`config.mk`:
```
export PLATFORM = sky130hd
export DESIGN_NAME = counter_stim_seq
export DESIGN_NICKNAME = d
export VERILOG_FILES = /design/src/rtl/counter_stim_seq.sv
export SDC_FILE = /design/constraint.sdc
export NUM_CORES = 1
export LEC_CHECK = 0
export BUFFER_PORTS_ARGS = -buffer_cell sky130_fd_sc_hd__buf_2
export CELL_PAD_IN_SITES_DETAIL_PLACEMENT = 1
export CELL_PAD_IN_SITES_GLOBAL_PLACEMENT = 2
export CORE_MARGIN = 2
export CORE_UTILIZATION = 35
export DETAILED_ROUTE_END_ITERATION = 10
export MAX_ROUTING_LAYER = met4
export PLACE_DENSITY = 0.83
export SLEW_MARGIN = 20
export SYNTH_ARGS = -nofsm -noshare
export SYNTH_HDL_FRONTEND = slang
export SYNTH_SLANG_ARGS = --single-unit
```
`constraint.sdc`:
```
create_clock -name clk -period 4.94 [get_ports clk]
set_input_delay 0.247 -clock clk [delete_from_list [all_inputs] [get_ports clk]]
set_output_delay 0.247 -clock clk [all_outputs]
set_load 0.01 [all_outputs]
```
`src/rtl/counter_stim_seq.sv`:
```
// -----------------------------------------------------------------------------
// counter_stim_seq
//
// Synthesizable stimulus sequencer for the up/down counter DUT. It drives the
// counter's enable / reset / mode / D inputs through a fixed, repeatable
// exercise pattern so that a self-checking run needs no behavioural stimulus.
// A checker watching the same signals runs in parallel.
//
// One run = one DUT reset (2 cycles), then ITERATIONS passes of:
//   LOAD (1) -> UP (PHASE_LEN) -> DN1 (PHASE_LEN) -> DN3 (PHASE_LEN) -> DIS (2)
// The load value starts at SEED and advances by D <- 5*D + 3 (mod 2^WIDTH)
// between passes.
//
// Parameters:
//   WIDTH       width of D
//   PHASE_LEN   cycles per counting phase (>= 1)
//   ITERATIONS  passes per run (>= 1)
//   SEED        first load value, truncated to WIDTH
//   CARGA_D, CUENTA_MAS_UNO, CUENTA_MENOS_UNO, CUENTA_TRES_TRES
//               mode encodings; override to match the shared defines.v macros
//
// Ports:
//   clk        in   single clock, rising edge
//   reset      in   synchronous, active-low reset
//   start      in   begins a run when sampled high in IDLE or DONE
//   abort      in   synchronous return to IDLE; wins over start
//   enable     out  DUT enable
//   reset_cnt  out  DUT reset, active-high
//   mode       out  DUT mode
//   D          out  DUT load value
//   busy       out  high while a run is in progress
//   done       out  high in DONE
//   iter       out  current pass index, 0-based
// -----------------------------------------------------------------------------
module counter_stim_seq #(
    parameter int         WIDTH            = 4,
    parameter int         PHASE_LEN        = 8,
    parameter int         ITERATIONS       = 4,
    parameter int         SEED             = 0,
    parameter logic [1:0] CUENTA_MAS_UNO   = 2'b00,
    parameter logic [1:0] CUENTA_MENOS_UNO = 2'b01,
    parameter logic [1:0] CUENTA_TRES_TRES = 2'b10,
    parameter logic [1:0] CARGA_D          = 2'b11
) (
    input  logic                              clk,
    input  logic                              reset,
    input  logic                              start,
    input  logic                              abort,
    output logic                              enable,
    output logic                              reset_cnt,
    output logic [1:0]                        mode,
    output logic [WIDTH-1:0]                  D,
    output logic                              busy,
    output logic                              done,
    output logic [$clog2(ITERATIONS+1)-1:0]   iter
);

    // -------------------------------------------------------------------------
    // Local constants
    // -------------------------------------------------------------------------
    localparam int PH_W = $clog2(PHASE_LEN + 1);
    localparam int IT_W = $clog2(ITERATIONS + 1);

    // The phase counter holds "cycles remaining minus one" for the current
    // state, so a phase expires when it reads zero.
    localparam logic [PH_W-1:0] PH_LAST_COUNT = PH_W'(PHASE_LEN - 1);
    localparam logic [PH_W-1:0] PH_LAST_TWO   = PH_W'(1);
    localparam logic [PH_W-1:0] PH_LAST_ONE   = '0;
    localparam logic [PH_W-1:0] PH_ONE        = PH_W'(1);

    localparam logic [IT_W-1:0]  ITER_LAST = IT_W'(ITERATIONS - 1);
    localparam logic [IT_W-1:0]  ITER_ONE  = IT_W'(1);
    localparam logic [WIDTH-1:0] SEED_W    = WIDTH'(SEED);
    localparam logic [WIDTH-1:0] LCG_INC   = WIDTH'(3);

    typedef enum logic [2:0] {
        S_IDLE,
        S_RST,
        S_LOAD,
        S_UP,
        S_DN1,
        S_DN3,
        S_DIS,
        S_DONE
    } state_t;

    // -------------------------------------------------------------------------
    // State and next-state signals
    // -------------------------------------------------------------------------
    state_t            state;
    state_t            state_nxt;
    logic [PH_W-1:0]   phase_cnt;
    logic [PH_W-1:0]   phase_nxt;
    logic              phase_expired;

    logic              enable_nxt;
    logic              reset_cnt_nxt;
    logic [1:0]        mode_nxt;
    logic [WIDTH-1:0]  d_nxt;
    logic              busy_nxt;
    logic              done_nxt;
    logic [IT_W-1:0]   iter_nxt;
    logic [WIDTH-1:0]  d_lcg;

    assign phase_expired = (phase_cnt == '0);

    // 5*D + 3 as shift-and-add; the sum wraps naturally at WIDTH bits.
    assign d_lcg = (D << 2) + D + LCG_INC;

    // -------------------------------------------------------------------------
    // Next-state, phase counter, pass index and load value
    // -------------------------------------------------------------------------
    always_comb begin
        // NOTE: every signal gets a default before the case so that paths that
        // do not assign it hold their value instead of inferring a latch.
        state_nxt = state;
        phase_nxt = phase_cnt;
        iter_nxt  = iter;
        d_nxt     = D;

        case (state)
            S_IDLE, S_DONE: begin
                if (start) begin
                    state_nxt = S_RST;
                    phase_nxt = PH_LAST_TWO;
                    iter_nxt  = '0;
                    d_nxt     = SEED_W;
                end
            end

            S_RST: begin
                if (phase_expired) begin
                    state_nxt = S_LOAD;
                    phase_nxt = PH_LAST_ONE;
                end else begin
                    phase_nxt = phase_cnt - PH_ONE;
                end
            end

            S_LOAD: begin
                if (phase_expired) begin
                    state_nxt = S_UP;
                    phase_nxt = PH_LAST_COUNT;
                end else begin
                    phase_nxt = phase_cnt - PH_ONE;
                end
            end

            S_UP: begin
                if (phase_expired) begin
                    state_nxt = S_DN1;
                    phase_nxt = PH_LAST_COUNT;
                end else begin
                    phase_nxt = phase_cnt - PH_ONE;
                end
            end

            S_DN1: begin
                if (phase_expired) begin
                    state_nxt = S_DN3;
                    phase_nxt = PH_LAST_COUNT;
                end else begin
                    phase_nxt = phase_cnt - PH_ONE;
                end
            end

            S_DN3: begin
                if (phase_expired) begin
                    state_nxt = S_DIS;
                    phase_nxt = PH_LAST_TWO;
                end else begin
                    phase_nxt = phase_cnt - PH_ONE;
                end
            end

            S_DIS: begin
                if (phase_expired) begin
                    phase_nxt = '0;
                    if (iter < ITER_LAST) begin
                        state_nxt = S_LOAD;
                        iter_nxt  = iter + ITER_ONE;
                        d_nxt     = d_lcg;
                    end else begin
                        state_nxt = S_DONE;
                    end
                end else begin
                    phase_nxt = phase_cnt - PH_ONE;
                end
            end

            default: begin
                state_nxt = S_IDLE;
                phase_nxt = '0;
            end
        endcase

        // Abort overrides any transition above, including a start in the same
        // cycle; pass index and load value stay put until the next start.
        if (abort) begin
            state_nxt = S_IDLE;
            phase_nxt = '0;
            iter_nxt  = iter;
            d_nxt     = D;
        end
    end

    // -------------------------------------------------------------------------
    // Output decode from the next state. Outputs are registered together with
    // the state, so they change on the same edge as the state register.
    // -------------------------------------------------------------------------
    always_comb begin
        enable_nxt    = 1'b0;
        reset_cnt_nxt = 1'b0;
        busy_nxt      = 1'b0;
        done_nxt      = 1'b0;
        mode_nxt      = mode;     // mode is held in IDLE, RST, DIS and DONE

        case (state_nxt)
            S_RST: begin
                reset_cnt_nxt = 1'b1;
                busy_nxt      = 1'b1;
            end
            S_LOAD: begin
                enable_nxt = 1'b1;
                mode_nxt   = CARGA_D;
                busy_nxt   = 1'b1;
            end
            S_UP: begin
                enable_nxt = 1'b1;
                mode_nxt   = CUENTA_MAS_UNO;
                busy_nxt   = 1'b1;
            end
            S_DN1: begin
                enable_nxt = 1'b1;
                mode_nxt   = CUENTA_MENOS_UNO;
                busy_nxt   = 1'b1;
            end
            S_DN3: begin
                enable_nxt = 1'b1;
                mode_nxt   = CUENTA_TRES_TRES;
                busy_nxt   = 1'b1;
            end
            S_DIS: begin
                busy_nxt = 1'b1;
            end
            S_DONE: begin
                done_nxt = 1'b1;
            end
            default: begin
                // IDLE: everything low, mode held
            end
        endcase
    end

    // -------------------------------------------------------------------------
    // State register and registered outputs
    // -------------------------------------------------------------------------
    always_ff @(posedge clk) begin
        // NOTE: non-blocking assignments so every register samples the values
        // from before this edge, independent of statement order.
        if (!reset) begin
            state     <= S_IDLE;
            phase_cnt <= '0;
            enable    <= 1'b0;
            reset_cnt <= 1'b0;
            mode      <= 2'b00;
            D         <= SEED_W;
            busy      <= 1'b0;
            done      <= 1'b0;
            iter      <= '0;
        end else begin
            state     <= state_nxt;
            phase_cnt <= phase_nxt;
            enable    <= enable_nxt;
            reset_cnt <= reset_cnt_nxt;
            mode      <= mode_nxt;
            D         <= d_nxt;
            busy      <= busy_nxt;
            done      <= done_nxt;
            iter      <= iter_nxt;
        end
    end

endmodule

```
==> results by group <==
Timing
  • RSZ-0062 raised after global routing: false
  • Worst slew margin: 0.577
  • Min cycle time layout: around 2000 ps
  • Final Slew Violations: 0
  • Max Freq: slightly above 500 MHz
  • Final hold violation count: 0
  • Final setup violating endpoints: 0
  • Post-Route Setup TNS: 0 ps
  • Worst Max-Slew Pin Slew: 630 ps
  • Fin crit share: 0.397
  • Clock Skews: 4.06 ps

Clocking
  • Clock-pin slew on the worst setup and hold paths: ~110 ps
  • Postcts setup bufs: 0
  • Root Buffer: clkbuf_4
  • Clock buffer depth: 2
  • Hold Buf Count CTS: 0
  • TritonCTS clock tree: yes
  • CTS H-tree depth: 1
  • Cts bufs inserted: 3
  • Sink Count: 20
  • Clk_lat worst skew: 300 ps
  • Resize count post-CTS: 0

Worst setup path
  • Worst path bufs/invs: 0
  • Startpoint type of the worst setup path: flip-flop
  • Critical path data arrival time: roughly 2200 ps
  • Required @ worst endpoint: 5160 ps
  • Slowest CP cell: nor4_4
  • Kind of critical path: reg -> reg
  • Critical path peak fanout: 12
  • CP peak stage delay: 640 ps
  • CP Capture Type: flip-flop
  • Worst path cell trace: nor4_4 -> a211oi_2 -> or3_4 -> o32ai_2
  • Delay-heaviest family, CP: simple AND/OR/NAND/NOR gates

Finish
  • Most frequent cells in the layout: dfxtp_1, nor2_1, buf_2
  • Final Net Count: 149
  • Synth-to-layout area growth: 11.6%
  • Share of cells above drive strength 1: 0.200
  • Ant diodes: 0
  • Finished Layout Cells: 184
  • Commonest non-fill, non-tap cell in the layout: dfxtp_1

Place
  • Port Buffers: 16
  • Placed insts: 181
  • GPL Wtd Cong: 0.751
  • Hpwl dp: 1.95 mm

Logic synthesis
  • Mean Syn Cell Area: 8.72 sq um
  • Post-synth ARST share: 0
  • Distinct cells, synth: 40
  • Yosys Warn Count: 0
  • Main synth FF type: dfxtp_1
  • Sequential area share after synthesis: 0.364
  • Synthesized area: approximately 1100 sq um
  • Number of synthesized flops with an enable pin: 0
  • Synth top area cells: dfxtp_1, nor2_1, a21oi_1
  • Yosys reg bits: 20
  • Syn nets: roughly 130
  • Synth Instances: roughly 130
  • Post-synth top area cell: dfxtp_1
  • Synth top area share: 0.364

Detailed routing
  • Final WL: between 2 and 3 mm
  • DR DRC count: 0
  • DRT Pass-1 Iters: 4
  • Post-DRT Antenna Nets: 0
  • Detailed Route Iter0 Violations: 37
  • Drt via density: 5.27
  • Wire per inst: 14.0 um
  • Vias post-DR: between 900 and 1000

GRT
  • Pin count of the biggest net entering global routing: 15
  • Initial antenna violation count: 0
  • Grt ovf: 0
  • First-pass GRT wire length: 4.32 mm
  • Total track usage: 0.166
  • Vias in the first global route: 904

Flow run
  • Max-cap check violation count: 0

Min path
  • Worst hold-check path type: in -> reg

Die
  • DIE AREA: 3600 sq um
  • Die Y: 60.0 um
  • Rows: 20
  • Core Box Area: 3030 sq um
  • Initial core utilization: 0.363
  • Top-Level Pins: 17
  • Die X: 60.0 um

Pwr
  • Peak VDD IR: 0.0874 mV
  • Pwr per Cell Area: 232 nW/um^2
  • Pleak: 0.479 nW

Outcome
  • Status: completed
==> worst paths after layout <==
kind | from | endpoint | slack [ps] | cells past startpoint
max reg2reg | phase_cnt[0]$_SDFFE_PP0P_ | mode[1]$_SDFFE_PN0P_ | 2980 | 4
min | reset | enable$_SDFF_PN0_ | 250 | 2
max | phase_cnt[0]$_SDFFE_PP0P_ | mode[1]$_SDFFE_PN0P_ | 2980 | 4
min reg2reg | D[3]$_SDFFE_PN0P_ | D[3]$_SDFFE_PN0P_ | 490 | 1
==> cell usage after synthesis, drive strengths merged, types with 3 or more instances <==
master and instances:
ha 3, nor2 16, a21oi 11, o21ai 6, or3 5, nand2 5
dfxtp 20, buf 4, nor3 4, a211oi 5, inv 3, a22oi 3
nand3 5, mux2i 3, nand2b 8, and3 5
==> layer usage <==
layer  global-route usage  wire [um]  part of all wire  up-vias
met2                0.234       1120              0.43       13
met4               0.0762         51             0.020        0
li1                     -          -                 -      488
met3               0.0281         60             0.023        5
met5                    -          0                 0        -
met1                0.229       1350              0.52      463
==> power breakdown <==
part,switching [mW],internal [mW],leakage (nW)
registers,0.00468,0.165,0.162
logic,0.0227,0.0148,0.303
clock network,0.0487,0.0285,0.0138
total,0.0761,0.208,0.479
==> worst reg2reg max path, delay by kind of cell (launching register included) <==
| kind | cells | cell delay, ps |
|---|---|---|
| AND/OR/NAND/NOR | 2 | 1070 |
| flip-flops | 1 | 400 |
| AO/OA/AOI/OAI | 2 | 420 |
==> registers in the layout, summed over array words and instances (netlist names) <==
register	count
done	1
phase_cnt	4
mode	2
iter	3
state	3
enable	1
reset_cnt	1
busy	1
D	4
==> cell type report <==
class / count / area (sq um)
clock buffers: 3 / 22.5
fillers: 359 / 1800
inverters: 4 / 15.0
multi-input cells: 97 / 653
flip-flops and latches: 20 / 400
well taps: 44 / 55.1
repair buffers: 16 / 80.1
==> cell families after synthesis <==
kind of cell / synth area share
compound gates: 0.229
xor+xnor: 0.00797
fa+ha+maj: 0.0342
buf+inv: 0.0410
flops: 0.364
mux: 0.0273
simple gates: 0.296
==> through the flow <==
step	hold slack, ps	setup slack (ps)	total power, mW	util	cell area, sq um
floorplan	369	3320	0.202	-	1100
global placement	472	3070	0.210	0.398	1200
detailed placement	470	2990	0.211	0.398	1200
CTS	236	2970	0.291	0.405	1230
global route	245	2840	0.302	0.405	1230
finish	246	2980	0.284	0.405	1230
(Power assumes the default switching activity.)
